## src/rtl/alu_acc_pkg.sv

```systemverilog
// Shared encodings for the ALU accumulator front-end: command modes, FSM states
// and the bit positions of the {C,Z,N,V} flag nibble.
package alu_acc_pkg;

    typedef enum logic [1:0] {
        ModeExec = 2'b00,
        ModeLoad = 2'b01,
        ModePeek = 2'b10,
        ModeClr  = 2'b11
    } mode_e;

    typedef enum logic [1:0] {
        StIdle = 2'b00,
        StExec = 2'b01,
        StResp = 2'b10
    } state_e;

    localparam int unsigned FlagC = 3;
    localparam int unsigned FlagZ = 2;
    localparam int unsigned FlagN = 1;
    localparam int unsigned FlagV = 0;

endpackage

```

## src/rtl/alu_acc_ctrl.sv

```systemverilog
// Command front-end for a combinational 4-bit ALU: keeps the accumulator on ALU A,
// drives B/select from the accepted command, captures result and flags back.
module alu_acc_ctrl
    import alu_acc_pkg::*;
#(
    parameter int unsigned CNT_W = 8
) (
    input  logic             clk,
    input  logic             rst_n,
    input  logic             ena,
    input  logic             cmd_valid,
    output logic             cmd_ready,
    input  logic [1:0]       cmd_mode,
    input  logic [3:0]       cmd_op,
    input  logic [3:0]       cmd_operand,
    output logic [3:0]       alu_a,
    output logic [3:0]       alu_b,
    output logic [3:0]       alu_sel,
    input  logic [3:0]       alu_result,
    input  logic [3:0]       alu_flags,
    output logic             rsp_valid,
    input  logic             rsp_ready,
    output logic [3:0]       rsp_data,
    output logic [3:0]       rsp_flags,
    output logic             sticky_ovf,
    output logic [CNT_W-1:0] op_count
);

    state_e             r_state;
    logic [3:0]         r_acc;
    logic [3:0]         r_flags;
    logic [3:0]         r_b;
    logic [3:0]         r_sel;
    logic               r_rsp_valid;
    logic [3:0]         r_rsp_data;
    logic [3:0]         r_rsp_flags;
    logic               r_sticky;
    logic [CNT_W-1:0]   r_count;

    // Gated by rst_n so the handshake stays closed while reset is held.
    assign cmd_ready  = rst_n & ena & (r_state == StIdle);
    assign alu_a      = r_acc;
    assign alu_b      = r_b;
    assign alu_sel    = r_sel;
    assign rsp_valid  = r_rsp_valid;
    assign rsp_data   = r_rsp_data;
    assign rsp_flags  = r_rsp_flags;
    assign sticky_ovf = r_sticky;
    assign op_count   = r_count;

    always_ff @(posedge clk or negedge rst_n) begin
        if (!rst_n) begin
            r_state     <= StIdle;
            r_acc       <= 4'h0;
            r_flags     <= 4'h0;
            r_b         <= 4'h0;
            r_sel       <= 4'h0;
            r_rsp_valid <= 1'b0;
            r_rsp_data  <= 4'h0;
            r_rsp_flags <= 4'h0;
            r_sticky    <= 1'b0;
            r_count     <= '0;
        end else if (ena) begin
            unique case (r_state)
                StIdle: begin
                    if (cmd_valid) begin
                        r_b   <= cmd_operand;
                        r_sel <= cmd_op;
                        unique case (cmd_mode)
                            ModeExec: begin
                                r_state <= StExec;
                            end
                            ModeLoad: begin
                                r_acc       <= cmd_operand;
                                r_rsp_data  <= cmd_operand;
                                r_rsp_flags <= r_flags;
                                r_rsp_valid <= 1'b1;
                                r_state     <= StResp;
                            end
                            ModePeek: begin
                                r_rsp_data  <= r_acc;
                                r_rsp_flags <= r_flags;
                                r_rsp_valid <= 1'b1;
                                r_state     <= StResp;
                            end
                            ModeClr: begin
                                r_acc       <= 4'h0;
                                r_flags     <= 4'h0;
                                r_sticky    <= 1'b0;
                                r_count     <= '0;
                                r_rsp_data  <= 4'h0;
                                r_rsp_flags <= 4'h0;
                                r_rsp_valid <= 1'b1;
                                r_state     <= StResp;
                            end
                            default: r_state <= StIdle;
                        endcase
                    end
                end
                StExec: begin
                    r_acc       <= alu_result;
                    r_flags     <= alu_flags;
                    r_sticky    <= r_sticky | alu_flags[FlagV];
                    r_rsp_data  <= alu_result;
                    r_rsp_flags <= alu_flags;
                    r_rsp_valid <= 1'b1;
                    if (r_count != {CNT_W{1'b1}}) begin
                        r_count <= r_count + CNT_W'(1);
                    end
                    r_state <= StResp;
                end
                StResp: begin
                    if (rsp_ready) begin
                        r_rsp_valid <= 1'b0;
                        r_state     <= StIdle;
                    end
                end
                default: r_state <= StIdle;
            endcase
        end
    end

endmodule
```

## config.mk

```make
export PLATFORM = sky130hd
export DESIGN_NAME = alu_acc_ctrl
export DESIGN_NICKNAME = d
export VERILOG_FILES = /design/src/rtl/alu_acc_pkg.sv /design/src/rtl/alu_acc_ctrl.sv
export SDC_FILE = /design/constraint.sdc
export NUM_CORES = 1
export LEC_CHECK = 0
export CORE_ASPECT_RATIO = 1.2
export CORE_MARGIN = 4
export CORE_UTILIZATION = 47
export CTS_CLUSTER_DIAMETER = 80
export CTS_CLUSTER_SIZE = 28
export DETAILED_ROUTE_END_ITERATION = 16
export GPL_TIMING_DRIVEN = 0
export PLACE_DENSITY = 0.83
export SETUP_SLACK_MARGIN = 0.4
export SLEW_MARGIN = 10
export SYNTH_ARGS = -nofsm -noshare
export SYNTH_HDL_FRONTEND = slang
export SYNTH_SLANG_ARGS = --single-unit
```

## constraint.sdc

```tcl
create_clock -name clk -period 2.68 [get_ports clk]
set_clock_uncertainty 0.2 [all_clocks]
set_input_delay 0.536 -clock clk [delete_from_list [all_inputs] [get_ports clk]]
set_output_delay 0.536 -clock clk [all_outputs]
set_load 0.05 [all_outputs]
```

; ---- Word-level counts from Yosys, hierarchy flattened
; Cells that the tools add are included.
[op_classes]
n_reduce_logical = 14
n_addsub = 1
bitwise_logic = 3
mux = 27
n_eq_ne = 14
[op_table]
columns = operator, count
row1 = $pmux 4 s2, 6
row2 = $mux 8, 3
row3 = $mux 4, 5
row4 = $pmux 8 s2, 1
row5 = $reduce_and 4->1, 4
row6 = $pmux 4 s3, 1
row7 = $reduce_and 5->1, 2
row8 = $add 8x1->8 const B, 1
row9 = $ne 2x2->1 const B, 4
row10 = $ne 8x8->1 const B, 1
row11 = $eq 2x2->1 const B, 3
row12 = $pmux 2 s3, 1
row13 = $reduce_and 3->1, 2
row14 = $mux 1, 5
row15 = $eq 2x1->1 const B, 2
row16 = $logic_not 2->1, 2
row17 = $mux 2, 2
row18 = $ne 4x1->1 const B, 1
row19 = $pmux 2 s2, 1
row20 = $ne 3x1->1 const B, 1
row21 = $ne 3x2->1 const B, 1
row22 = $pmux 1 s3, 1
row23 = $reduce_bool 3->1, 1
row24 = $reduce_or 3->1, 1
row25 = 6 further kinds, 7
[totals]
input_bits = 23
regBits = 36
output_inout_bits = 31
wordCells = 69

; ---- Depth between registers and ports, before layout
; Gate-level depths: netlist (run 1).
[logic_depth]
ltp_word = 5
ltp_mapped = 7
mapped_depth_nobuf = 6

; ---- Worst setup path after synthesis (run 1)
; Ideal clock, no wire load.
[synth_path]
kind = register -> register
from = reg r_count[0], in the netlist op_count[0]
to = reg r_count[0], in the netlist op_count[0]
required_ns = 2.352
path_stages_with_launch = 7
arrival_ns = 1.814
slack_ns = 0.538
n_path_buf = 1
cell_sequence = dfrtp_1 > ha_1 > and2_1 > and4_4 > buf_6 > nor2_1 > mux2_1
[synth_between]
elab_chain_cells = 3
word_cells_on_any_way = 6
classes_between = add/sub (1) / eq/ne (2) / mux (2) / reduce/logical (1)
[synth_rtl]
columns = element, line
row1 = from (decl), alu_acc_ctrl.sv:38  ; logic [CNT_W-1:0] r_count;
row2 = from (signal assigned), alu_acc_ctrl.sv:108  ; r_count <= r_count + CNT_W'(1);
row3 = $add 8x1->8 or $ne 8x8->1 (tied branches), "alu_acc_ctrl.sv:108, alu_acc_ctrl.sv:107"
row4 = $mux 8 or $ne 2x2->1 (tied branches), n/a
row5 = $pmux 8 s2 or $reduce_and 5->1 (tied branches), n/a
; Parallel ways exist; a longest one is shown, timed or not. The select of a mux whose other input is x is not followed.
; A chain may end at the register's enable or synchronous reset.

; ---- Final worst setup path (run 1)
[layout_path]
from = reg r_acc[0], in the netlist alu_a[0]
to = out alu_a[0]
[layout_lines]
columns = element, line
row1 = from (decl), alu_acc_ctrl.sv:30  ; logic [3:0] r_acc;
row2 = from (signal assigned), alu_acc_ctrl.sv:74  ; r_acc <= cmd_operand;
row3 = from (signal assigned), alu_acc_ctrl.sv:101  ; r_acc <= alu_result;
row4 = to (decl), alu_acc_ctrl.sv:16  ; output logic [3:0] alu_a,
; No word-level cell between the ends.

==> impl_metrics.tcl, run 1 <==
set metrics [dict create \
    outcome "finished clean" \
    dp.cells 289 \
    ys_top_cells_by_count "dfrtp_1, nand2_1, o21ai_1, a21oi_1, mux2_1" \
    power.leakage_nw 1.15 \
    crit_type "flip-flop to output pin" \
    multi_input_area_um2 865 \
    place_ws_ps -373 \
    cp_max_fo 3 \
    worstMarginPinSlew_ps 538 \
    ys_seq_area_share_pct 49.5 \
    grt_antenna_before_repair 0 \
    syn_nets 211 \
    ys_warn_count 0 \
    gp_congestion 0.852 \
    final.setup.tns_ps 0 \
    htreeDepth 2 \
    timing.fmax_mhz 451 \
    finalPower_mw 2.06 \
    crit_chain "clkdlybuf4s50_1" \
    met1Wirelength_um 1920 \
    max-slew-margin-rel_pct 64.0 \
    n_antenna_cell 0 \
    drive_above_1_share_pct 10.5 \
    setup_slack_ps 463 \
    cts_buffers 5 \
    synth-seq-cells 36 \
    path_buf_inv 1 \
    numPortBuffers 53 \
    cts_root_buf "clkbuf_8" \
    synth_most_common_cell "dfrtp_1" \
    dr_total_vias 1580 \
    viasPerCell 5.27 \
    instances_no_fill 300 \
    rows 24 \
    cts_tree "yes" \
    worstSetupStartpointType "flip-flop" \
    drt_first_iter_violations 87 \
    synth_area_leaders "dfrtp_1, mux2_1, nand2_1" \
    fin_nets 275 \
    crit_family "buffers and inverters" \
    slowest_stage "clkdlybuf4s50_1" \
    clk_latency_ps 280 \
    initial_core_util_pct 49.3 \
    end_kind "output pin" \
    cap_viol_max_count 0 \
    die-area_um2 4930 \
    dr.pass1.iters 4 \
    final_cell_area_um2 2550 \
    gr-total-overflow 0 \
    slowest_delay_ps 820 \
    rsz0062_at_grt "no" \
    synth-edff-count 0 \
    highest_layer "met4" \
    grt_use_total_pct 19.6 \
    die_y_um 76.2 \
    grt_pass1_wl_um 7690 \
    arrival_ps 1480 \
    dr_wl_met2_um 2100 \
    clock_path_buffers 2 \
    area_growth_pct 40.4 \
    wl_um 4300 \
    dp_hpwl_um 3180 \
    grt_max_degree 37 \
    async_reset_ff_share_pct 100 \
    hp-class "primary input to async pin" \
    die_x_um 64.8 \
    yosys.area.top_type "dfrtp_1" \
    yosysTopAreaCellShare_pct 49.5 \
    synth_area_um2 1820 \
    syn_inst 183 \
    cts.clk_slew.worst_paths_ps 70 \
    ys.flop_type "dfrtp_1" \
    crit_required_ps 1940 \
    wl_per_cell_um 14.3 \
    wl_met3_um 178 \
    irDropWorstVdd_mv 0.557 \
    setup_violations 0 \
    min_period_over_period_pct 82.7 \
    ff_latch_area_um2 901 \
    avgSynthCellArea_um2 9.94 \
    yosysUniqueCellTypes 35 \
    p_per_area_nw_per_um2 805 \
    final_max_slew_viol_count 0 \
    nFillCells 306 \
    first_global_vias 1614 \
    core_um2 3690 \
    ios 54 \
    hold_violations 0 \
    antenna_left 0 \
    drc 0 \
    cts_sinks 36 \
    dpl_cell_area_um2 2430 \
    period_minus_slack_ps 2220 \
]
==> layout make-up <==
class                   instances  area share [%]
flip-flops and latches         36            35.3
multi-input cells             134            33.8
repair buffers                 57            22.2
clock buffers                   8            3.53
well taps                      52            2.55
plain buffers                   9            2.06
inverters                       4           0.588
==> through the flow <==
step	util [%]	hold WS, ps
floorplan	-	40.4
CTS	69.0	14.4
finish	69.2	14.3
global route	69.2	30.5
detailed placement	65.8	136
global placement	65.4	264
==> placed cells by master (no fill, tap or decap), types with 3 or more instances in the layout <==
cell	Yosys	routed
a21boi_0	4	4
a21oi_1	16	16
buf_2	3	3
buf_4	0	3
clkbuf_1	3	4
clkbuf_8	0	6
clkdlybuf4s50_1	0	41
dfrtp_1	36	36
dlygate4sd2_1	0	7
dlymetal6s2s_1	0	3
ha_1	5	4
inv_1	4	4
mux2_1	11	11
nand2_1	25	25
nor2_1	6	6
nor3b_1	8	8
o21ai_0	8	8
o21ai_1	18	17
o31ai_1	4	4
or3_1	3	3
==> registers in the layout, summed over array words and instances (netlist names) <==
register / cells
alu_b: 4
op_count: 8
rsp_data: 4
sticky_ovf: 1
alu_a: 4
rsp_valid: 1
rsp_flags: 4
r_state: 2
alu_sel: 4
r_flags: 4
==> where the power goes <==
part | switching [mW] | total [mW] | internal (mW)
logic | 0.593 | 0.920 | 0.327
registers | 0.0786 | 0.746 | 0.667
clock network | 0.182 | 0.391 | 0.210
==> worst paths after layout <==
path | start | end | slack, ps | cells past startpoint
max in group asynchronous | rst_n | alu_b[1]$_DFFE_PN0P_ | 1790 | 2
max | alu_a[0]$_DFFE_PN0P_ | alu_a[0] | 460 | 1
max reg2reg | op_count[0]$_DFFE_PN0P_ | op_count[0]$_DFFE_PN0P_ | 650 | 6
min | rst_n | alu_a[2]$_DFFE_PN0P_ | 10 | 2
min in group clk | rsp_flags[0]$_DFFE_PN0P_ | rsp_flags[0]$_DFFE_PN0P_ | 280 | 2
min reg2reg | rsp_flags[0]$_DFFE_PN0P_ | rsp_flags[0]$_DFFE_PN0P_ | 280 | 2
==> metal layers <==
metal	vias up	global-route usage, %
met5	-	0
met4	0	7.19
met3	7	3.98
met2	38	31.8
met1	750	25.4
li1	785	-
==> logic make-up after synthesis <==
group	after synthesis	synth area share, %
simple gates	61	18.8
compound gates	55	16.9
flops	36	49.5
buf+inv	13	3.30
mux	13	8.05
fa+ha+maj	5	3.44
==> what timing repair did <==
action                                  4_1_cts  5_1_grt
hold endpoints to repair                      1        0
resized for setup                            18        3
hold buffers                                  1        0
endpoints found under the setup margin       13        3
buffers inserted                              2        0
pin swaps                                     2        0
Note: power is estimated with default switching activity, not from simulation.
==> run 2, diff against run 1 <==
- clock period: 2.68 -> 2.1 ns (I/O delays scaled with it)
==> run 2 against run 1 <==
  * The flow now finishes with violations (negative hold slack)
  * Sequential power up 29%
  * Worst hold slack worse by 140 ps
  * Register-to-register slack worse by 470 ps
  * Die area unchanged
  * Non-clock buffer count up 17
  * Critical endpoint is now cmd_ready
==> impl_metrics.tcl, run 2 (synthesis results as in run 1) <==
set metrics [dict create \
    first_global_vias 1836 \
    path_buf_inv 1 \
    viasPerCell 5.77 \
    fin_nets 292 \
    die_y_um 76.2 \
    grt_antenna_before_repair 0 \
    grt_use_total_pct 21.5 \
    irDropWorstVdd_mv 0.969 \
    cts.clk_slew.worst_paths_ps 70 \
    gr-total-overflow 0 \
    worstSetupStartpointType "flip-flop" \
    instances_no_fill 317 \
    final_common_cell "dfrtp_1" \
    slowest_stage "dfrtp_2" \
    dr.pass1.iters 5 \
    violations "negative hold slack" \
    period_minus_slack_ps 1950 \
    final_max_slew_viol_count 0 \
    grt_max_degree 38 \
    seq_power_share_pct 35.3 \
    drc 0 \
    timing.fmax_mhz 512 \
    cts_sinks 36 \
    clockPowerShare_pct 18.8 \
    htreeDepth 2 \
    largest_reg_flops 8 \
    drt_first_iter_violations 100 \
    arrival_ps 1330 \
    crit_cells 3 \
    gp_congestion 0.837 \
    wl_um 5520 \
    crit_family "simple AND/OR/NAND/NOR gates" \
    wl_per_cell_um 17.4 \
    max-slew-margin-rel_pct 69.0 \
    worst-r2r-cell-count 6 \
    antenna_left 0 \
    setup_violations 0 \
    nFillCells 226 \
    dp_hpwl_um 3270 \
    cts_tree "yes" \
    combPwrFrac_pct 46.0 \
    rows 24 \
    clock_path_buffers 2 \
    cp_max_fo 7 \
    grt_pass1_wl_um 8350 \
    ios 54 \
    hp-class "primary input to async pin" \
    core_um2 3690 \
    p_sw_mw 1.17 \
    hold_ws_ps -122 \
    outcome "finished with violations" \
    die-area_um2 4930 \
    finalPower_mw 2.73 \
    numPortBuffers 53 \
    min_period_over_period_pct 93.0 \
    n_antenna_cell 0 \
    slowest_delay_ps 450 \
    mostFrequentLayoutCells "dfrtp_1, nand2_1, clkdlybuf4s15_2" \
    ff_latch_area_um2 911 \
    dp.cells 288 \
    crit_type "flip-flop to output pin" \
    die_x_um 64.8 \
    area_growth_pct 60.2 \
    p_int_mw 1.55 \
    worstMarginPinSlew_ps 465 \
    rsz0062_at_grt "yes" \
    cts_buffers 5 \
    switching_share_pct 43.1 \
    power.leakage_nw 1.25 \
    final.setup.tns_ps 0 \
    crit_chain "and2b_4 > and3_4 > buf_8" \
    cap_viol_max_count 0 \
    clk_latency_ps 290 \
    multi_input_area_um2 1010 \
    cts_root_buf "clkbuf_8" \
    p_per_area_nw_per_um2 935 \
    drive_above_1_share_pct 43.0 \
    dr_total_vias 1828 \
    initial_core_util_pct 49.3 \
    crit_required_ps 1480 \
    end_kind "output pin" \
    hold_violations 36 \
]
-- run 2: worst paths after layout --
kind	from	end	slack, ps
max	r_state[1]$_DFFE_PN0P_	cmd_ready	150
min	rst_n	alu_b[2]$_DFFE_PN0P_	-120
max reg2reg	r_state[1]$_DFFE_PN0P_	op_count[0]$_DFFE_PN0P_	180
min reg2reg	rsp_flags[0]$_DFFE_PN0P_	rsp_flags[0]$_DFFE_PN0P_	290
max in group asynchronous	rst_n	op_count[4]$_DFFE_PN0P_	1460
min in group clk	ena	r_state[0]$_DFFE_PN0P_	240
-- run 2: metrics by stage --
| stage | worst slack, ps | util (%) | cell area [um2] |
|---|---|---|---|
| after floorplan | 207 | - | 1910 |
| after global placement | -1790 | 67.9 | 2510 |
| after detailed placement | -773 | 67.8 | 2500 |
| after CTS | 171 | 75.9 | 2800 |
| after global routing | 108 | 78.9 | 2920 |
| final | 148 | 78.9 | 2920 |
-- run 2: routing by layer --
metal,global-route usage [%],up-vias,routed length (um)
met5,0,-,0
met4,8.25,0,135
met3,7.08,20,388
met2,36.5,101,2820
met1,24.5,889,2170
li1,-,818,-
-- run 2: repair_timing --
action	CTS	global route
setup buffers	12	5
hold endpoints to repair	36	36
gates resized for setup	143	38
setup endpoints to repair	66	42
pin swaps	6	4
cloned	2	2
-- run 2: cell type report --
class / instances / area share [%]
multi-input cells: 134 / 34.6
flip-flops and latches: 36 / 31.2
repair buffers: 74 / 24.5
plain buffers: 9 / 3.18
clock buffers: 6 / 2.83
well taps: 52 / 2.23
inverters: 4 / 1.03
clock inverters: 2 / 0.343
-- run 2: power groups by stage --
stage	logic [mW]	registers, mW	clock network (mW)
global placement	1.20	0.962	0
floorplan	0.256	1.48	0
global route	1.31	0.981	0.545
detailed placement	1.21	0.969	0
finish	1.25	0.961	0.511
CTS	1.23	0.955	0.516
